### src/rtl/ifu_pc.sv
// Fetch-unit program counter: next-PC selection, legal-range guard and a
// two-state run/halt controller with an accepted-update counter.
module ifu_pc #(
    parameter logic [31:0] PC_INIT = 32'h0000_3000,
    parameter logic [31:0] PC_MAX  = 32'h0000_6FFC
) (
    input  logic        clk,
    input  logic        reset,
    input  logic        en,
    input  logic [2:0]  npcOp,
    input  logic        cmpRes,
    input  logic [15:0] imm16,
    input  logic [25:0] imm26,
    input  logic [31:0] rsData,
    output logic [31:0] pc,
    output logic [31:0] pcLink,
    output logic [31:0] npc,
    output logic        err,
    output logic [31:0] cnt
);

    // state   | meaning
    // ST_RUN  | fetching; enabled edges load npc when it is a legal target
    // ST_HALT | illegal target seen; everything frozen until reset
    localparam logic [0:0] ST_RUN  = 1'b0;
    localparam logic [0:0] ST_HALT = 1'b1;

    localparam logic [2:0] OP_SEQ    = 3'b000;
    localparam logic [2:0] OP_BRANCH = 3'b001;
    localparam logic [2:0] OP_JUMP   = 3'b010;
    localparam logic [2:0] OP_JR     = 3'b011;

    logic [0:0]  state;
    logic [31:0] seq_pc;
    logic [31:0] br_off;
    logic        legal;

    assign seq_pc = pc + 32'd4;
    assign pcLink = seq_pc;
    assign br_off = {{14{imm16[15]}}, imm16, 2'b00};

    always_comb begin
        npc = seq_pc;
        case (npcOp)
            OP_SEQ:    npc = seq_pc;
            OP_BRANCH: npc = cmpRes ? (seq_pc + br_off) : seq_pc;
            OP_JUMP:   npc = {pc[31:28], imm26, 2'b00};
            OP_JR:     npc = rsData;
            default:   npc = seq_pc;
        endcase
    end

    assign legal = (npc[1:0] == 2'b00) && (npc >= PC_INIT) && (npc <= PC_MAX);

    always_ff @(posedge clk) begin
        if (reset) begin
            pc    <= PC_INIT;
            cnt   <= 32'd0;
            err   <= 1'b0;
            state <= ST_RUN;
        end else if (state == ST_RUN && en) begin
            if (legal) begin
                pc  <= npc;
                cnt <= cnt + 32'd1;
            end else begin
                // pc and cnt keep the last good values for post-mortem
                err   <= 1'b1;
                state <= ST_HALT;
            end
        end
    end

endmodule
### config.mk
export PLATFORM = sky130hd
export DESIGN_NAME = ifu_pc
export DESIGN_NICKNAME = d
export VERILOG_FILES = /design/src/rtl/ifu_pc.sv
export SDC_FILE = /design/constraint.sdc
export NUM_CORES = 1
export LEC_CHECK = 0
export ABC_AREA = 1
export ABC_CLOCK_PERIOD_IN_PS = 4100
export BUFFER_PORTS_ARGS = -buffer_cell sky130_fd_sc_hd__buf_4
export CAP_MARGIN = 20
export CORE_MARGIN = 2
export CORE_UTILIZATION = 25
export CTS_CLUSTER_DIAMETER = 80
export DETAILED_ROUTE_END_ITERATION = 6
export PLACE_DENSITY = 0.48
export SYNTH_ARGS = -nofsm -noshare
export SYNTH_HDL_FRONTEND = slang
export SYNTH_SLANG_ARGS = --single-unit
### constraint.sdc
create_clock -name clk -period 4.1 [get_ports clk]
set_input_delay 0.205 -clock clk [delete_from_list [all_inputs] [get_ports clk]]
set_output_delay 0.205 -clock clk [all_outputs]
set_load 0.03 [all_outputs]
==> results of run 1 <==
[stage by stage]
stage | TNS (ns) | utilization | setup slack [ns] | cell area, um2
after floorplan | 0 | - | 0.00112 | 7400
after global placement | -9.84 | 0.376 | -0.190 | 10900
after detailed placement | -9.25 | 0.376 | -0.206 | 10900
after CTS | -0.00335 | 0.391 | -0.00335 | 11300
after global routing | -3.67 | 0.437 | -0.119 | 12600
final | 0 | 0.437 | 0.0906 | 12600
[routing by layer]
metal  wire length (um)  vias up
li1                   -     5081
met1              16200     4615
met2              16100      358
met3               2500       53
met4               1120        0
met5                  0        -
[flip-flops by register name, indices dropped and copies added (netlist names)]
signal and cells:
pc 32, cnt 32, state 1
[worst max-delay path: cells and delay by family, from the launching register on]
family	cells	cell delay, ns
AND/OR/NAND/NOR	22	2.30
AO/OA/AOI/OAI	2	0.38
buffers and inverters	4	0.62
adder cells (fa/ha/maj)	1	0.21
flip-flops	1	0.38
[cell type report]
type | count | area (um2) | share of cell area
repair buffers | 447 | 3510 | 0.278
clock inverters | 7 | 76.3 | 0.00605
well taps | 384 | 480 | 0.0381
inverters | 242 | 913 | 0.0724
flip-flops and latches | 65 | 1350 | 0.107
multi-input cells | 993 | 6070 | 0.481
clock buffers | 9 | 225 | 0.0178
[placed cells by master (no fill, tap or decap), types with 9 or more instances in the layout]
| master | synthesis | routed |
|---|---|---|
| nand4_1 | 51 | 51 |
| inv_2 | 8 | 29 |
| dfxtp_1 | 65 | 47 |
| ha_1 | 33 | 16 |
| nor2_1 | 202 | 147 |
| a221oi_1 | 11 | 11 |
| a21oi_1 | 42 | 30 |
| clkbuf_16 | 0 | 14 |
| nand3_2 | 5 | 28 |
| a22oi_1 | 16 | 16 |
| nand2_1 | 392 | 320 |
| inv_1 | 232 | 210 |
| nor2_2 | 6 | 39 |
| nand3_1 | 120 | 93 |
| a21oi_2 | 2 | 9 |
| o21ai_0 | 21 | 20 |
| nand2_2 | 4 | 66 |
| ha_4 | 0 | 17 |
| nand2_4 | 0 | 9 |
| dfxtp_4 | 0 | 10 |
| nor2_4 | 6 | 28 |
| buf_4 | 11 | 432 |
[cells by family (layout without fill, tap and decap cells)]
family                   Yosys count  count (layout)  share of synthesized area
AO/OA/AOI/OAI                    122             122                      0.107
adder cells (fa/ha/maj)           34              34                     0.0588
XOR/XNOR                          21              21                     0.0250
buffers and inverters            279             705                      0.151
AND/OR/NAND/NOR                  816             816                      0.482
flip-flops                        65              65                      0.177
[repair_timing]
| action | in CTS | in global routing |
|---|---|---|
| setup endpoints to repair | 67 | 72 |
| cloned | 0 | 7 |
| resized for setup | 34 | 266 |
| pin swaps | 3 | 67 |
| setup buffers | 1 | 22 |
| hold buffers | 0 | 0 |
[Yosys cell counts, drive strengths merged]
cell / n
a21boi: 4
a21o: 3
a21oi: 46
a221oi: 11
a22o: 3
a22oi: 16
and3: 1
buf: 26
clkbuf: 11
clkinv: 2
dfxtp: 65
fa: 1
ha: 33
inv: 240
nand2: 396
nand3: 127
nand3b: 7
nand4: 51
nor2: 214
nor3: 16
nor3b: 2
nor4: 1
o211ai: 4
o21ai: 26
o21bai: 6
o22ai: 2
o311ai: 1
or2: 1
xnor2: 6
xor2: 15
[final timing paths]
kind	start	endpoint	slack, ns	depth (start not counted)
hold reg to reg	state$_SDFFE_PP0P_	state$_SDFFE_PP0P_	0.48	2
setup / recovery	pc[7]$_SDFFE_PP0P_	cnt[20]$_SDFFE_PP0P_	0.09	29
hold / removal	reset	state$_SDFFE_PP0P_	0.05	2
setup reg to reg	pc[7]$_SDFFE_PP0P_	cnt[20]$_SDFFE_PP0P_	0.09	29
[power by group through the flow]
stage / Clock (mW) / Sequential, mW / Combinational, mW
6_report: 0.798 / 0.629 / 0.630
5_1_grt: 0.839 / 0.629 / 0.676
4_1_cts: 0.816 / 0.634 / 0.554
3_5_place_dp: 0 / 0.649 / 0.545
3_3_place_gp: 0 / 0.649 / 0.545
2_1_floorplan: 0 / 0.653 / 0.270
==> results_dict.tcl, run 1 <==
set metrics [dict create \
    yosys_warnings 0 \
    ys_types 44 \
    grt_max_degree 45 \
    setup_violations 0 \
    peakVddDrop_mv 0.221 \
    track_usage 0.219 \
    clkSinkCount 65 \
    max_stage_delay_ns 0.38 \
    clkTransAtPathRegs_ns 0.06 \
    maxCapViolCount 0 \
    initial_core_util 0.255 \
    power_density_nw_per_um2 163 \
    crit_type "flop to flop" \
    slew_headroom 0.409 \
    drc 0 \
    via_per_inst 4.71 \
    clkPwrFrac 0.388 \
    n_antenna_cell 0 \
    clk_path_buf_depth 2 \
    startpoint_type "flop" \
    grt_pass1_vias 9343 \
    p_seq_frac 0.306 \
    total_power_mw 2.06 \
    syn-num-nets 1452 \
    antenna_found_initial 0 \
    arrival_ns 4.24 \
    dr.first_iter.drc_count 662 \
    status "completed" \
    num_rows 62 \
    synth_cells 1337 \
    nets 1873 \
    rsz0062_at_grt "yes" \
    hp-class "primary input to flop" \
    via_count 10100 \
    fin_crit_ns 4.01 \
    drive_gt1_frac 0.423 \
    p_sw_mw 0.695 \
    fill_cells 3088 \
    slowest_stage "dfxtp_4" \
    combPwrFrac 0.306 \
    busiest_layer "met2" \
    synth.largest_area_cell "nand2_1" \
    firstDrtPassIters 5 \
    post-dp-hpwl_um 28500 \
    leakagePower_nw 6.58 \
    root_buffer "clkbuf_16" \
    grtUsageMet1 0.300 \
    ys_seq_area_frac 0.177 \
    drt-total-wl_um 35900 \
    dp_cells 2101 \
    fin_worst_skew_ns 0.0157 \
    grt.overflow.total 0 \
    yosys_register_bits 65 \
    end_kind "flop" \
    worstMarginPinSlew_ns 0.885 \
    fin_hold_ws_ns 0.0504 \
    finalMaxSlewViolations 0 \
    grt_util_met3 0.0400 \
    synth.area.top_cells "nand2_1 20%, dfxtp_1 18%, inv_1 12%" \
    die_x_um 176 \
    ant_nets 0 \
    intPower_mw 1.36 \
    min_period_over_period 0.978 \
    fmax_mhz 249 \
    wl_per_cell_um 16.7 \
    die_h_um 176 \
    path_max_fanout 12 \
    numCtsBuffers 9 \
    synth_area_um2 7360 \
    syn2layout_area_growth_pct 71.5 \
    worst_ep_required_time_ns 4.33 \
    clk-insertion-delay-late_ns 0.34 \
    htreeDepth 3 \
    core_area_um2 28900 \
    fin_cells 2147 \
    port_buffers 209 \
    synthDominantCellAreaShare 0.200 \
    num_io_pins 210 \
    die-area_um2 30800 \
    swShare 0.338 \
    grtUsageMet2 0.346 \
    crit_top_cell "nand2_1" \
    gp_congestion 0.944 \
    cts_tree "built" \
    synth_area_per_cell_um2 5.51 \
    hold_viol_final 0 \
    grt_pass1_wl_um 52600 \
]
Power figures use the tool's default switching activity.
==> inputs of run 2 (changes only) <==
Settings changed: ABC_CLOCK_PERIOD_IN_PS 4100 to 3770, CORE_UTILIZATION 25 to 41, PLACE_DENSITY 0.48 to 0.69.
Clock period 4.1 ns to 3.77 ns, I/O delays scaled along.
==> results_dict.tcl, run 2 (synthesized netlist as in run 1, its figures left out) <==
set metrics [dict create \
    peakVddDrop_mv 0.234 \
    worst_ep_required_time_ns 4.04 \
    fill_cells 1316 \
    die_x_um 138 \
    crit_type "flop to flop" \
    drive_gt1_frac 0.485 \
    wl_per_cell_um 17.8 \
    clk_path_buf_depth 2 \
    fmax_mhz 252 \
    setup_ws_ns -0.197 \
    leakagePower_nw 7.00 \
    initial_core_util 0.423 \
    syn2layout_area_growth_pct 81.7 \
    post-dp-hpwl_um 25400 \
    root_buffer "clkbuf_16" \
    total_power_mw 2.32 \
    antenna_found_initial 0 \
    clkSinkCount 65 \
    clkTransAtPathRegs_ns 0.07 \
    ant_nets 0 \
    grt.overflow.total 0 \
    power_density_nw_per_um2 174 \
    track_usage 0.334 \
    finalMaxSlewViolations 0 \
    cts_tree "built" \
    num_io_pins 210 \
    dr.first_iter.drc_count 1003 \
    slowest_stage "dfxtp_4" \
    grt_max_degree 65 \
    r2r_setup_slack_ns -0.20 \
    hp-class "primary input to flop" \
    crit_top_cell "nand2_1" \
    max_stage_delay_ns 0.38 \
    fin_worst_skew_ns 0.0104 \
    place_ws_ns -0.374 \
    drt-total-wl_um 36000 \
    num_rows 48 \
    grt_pass1_vias 9522 \
    firstDrtPassIters 6 \
    maxCapViolCount 0 \
    nets 1911 \
    hold_viol_final 0 \
    reg_top3 "cnt x32, pc x32, state x1" \
    via_count 10800 \
    core_area_um2 17400 \
    numCtsBuffers 9 \
    arrival_ns 4.23 \
    die-area_um2 19000 \
    grt_pass1_wl_um 48700 \
    clk-insertion-delay-late_ns 0.34 \
    drc 0 \
    fin_tns_setup_ns -8.32 \
    end_kind "flop" \
    die_h_um 138 \
    n_antenna_cell 0 \
    layout_commonest_cell "buf_4" \
    slew_headroom 0.295 \
    path_max_fanout 6 \
    via_per_inst 5.35 \
    rsz0062_at_grt "yes" \
    status "finished with violations" \
    startpoint_type "flop" \
    gp_congestion 0.996 \
    htreeDepth 3 \
    final_cell_mix "456 x buf_4, 299 x nand2_1, 194 x inv_1" \
    min_period_over_period 1.05 \
    fin_crit_ns 3.97 \
    port_buffers 209 \
    failed_checks "negative setup slack" \
    worstMarginPinSlew_ns 1.06 \
    setup_violations 68 \
]
[run 2: cell types whose count changed in the layout (fill, tap and decap cells not counted), moves of 8 or more]
cell,delta
nor2_4,+15
nand2_4,+15
buf_4,+24
nand3_2,+8
ha_1,-10
nand2_1,-21
inv_2,+13
buf_6,+10
inv_1,-16
o21ai_2,+12
ha_4,+9
nor2_1,-16
o21ai_0,-10
nand3_1,-9
[run 2: report_power, final]
| part | switching [mW] | total [mW] | leakage (nW) | internal (mW) |
|---|---|---|---|---|
| Combinational | 0.417 | 0.725 | 6.30 | 0.308 |
| Clock | 0.356 | 0.916 | 0.159 | 0.560 |
| Sequential | 0.00239 | 0.683 | 0.536 | 0.681 |
| Total | 0.776 | 2.32 | 7.00 | 1.55 |
[run 2: critical path: cells and delay by family, from the launching register on]
family | cells | cell delay, ns
xor gates and xnor gates | 1 | 0.20
adders and majority gates | 1 | 0.27
buffers and inverters | 7 | 0.87
DFF | 1 | 0.38
and+or+nand+nor | 22 | 2.17
[run 2: final timing paths]
| path | to | depth (start not counted) | from |
|---|---|---|---|
| worst max-delay path | cnt[12]$_SDFFE_PP0P_ | 31 | pc[12]$_SDFFE_PP1P_ |
| worst min-delay path | state$_SDFFE_PP0P_ | 2 | reset |
| worst max register to register | cnt[12]$_SDFFE_PP0P_ | 31 | pc[12]$_SDFFE_PP1P_ |
| worst min register to register | state$_SDFFE_PP0P_ | 2 | state$_SDFFE_PP0P_ |
[run 2: through the flow]
stage / utilization / hold WS, ns / std cells / instance area [um2]
detailed placement: 0.626 / 0.370 / 1958 / 10900
floorplan: - / 0.258 / 1337 / 7520
global route: 0.768 / 0.0165 / 2026 / 13400
global placement: 0.626 / 0.362 / 1958 / 10900
CTS: 0.674 / 0.0156 / 1990 / 11700
finish: 0.768 / 0.0263 / 2026 / 13400
[run 2: timing repair]
| item | CTS | global route |
|---|---|---|
| hold buffers | 0 | 0 |
| setup buffers | 15 | 27 |
| pin swaps | 18 | 116 |
| gates resized for setup | 73 | 343 |
| endpoints found under the setup margin | 69 | 78 |
| cloned | 1 | 9 |
[run 2: area by class of cell]
class,count,area [um2],share of cell area
Inverter,242,928,0.0694
Tap cell,225,282,0.0211
Clock inverter,6,70.1,0.00524
Clock buffer,10,250,0.0187
Sequential cell,65,1360,0.102
Timing Repair Buffer,485,3920,0.293
Multi-Input combinational cell,993,6570,0.491
[run 2: layer usage]
metal / routed length (um) / vias up / GRT usage
met5: 0 / - / 0
met4: 1560 / 0 / 0.152
met3: 2800 / 106 / 0.0585
met2: 17000 / 581 / 0.539
met1: 14700 / 4997 / 0.435
li1: - / 5151 / -
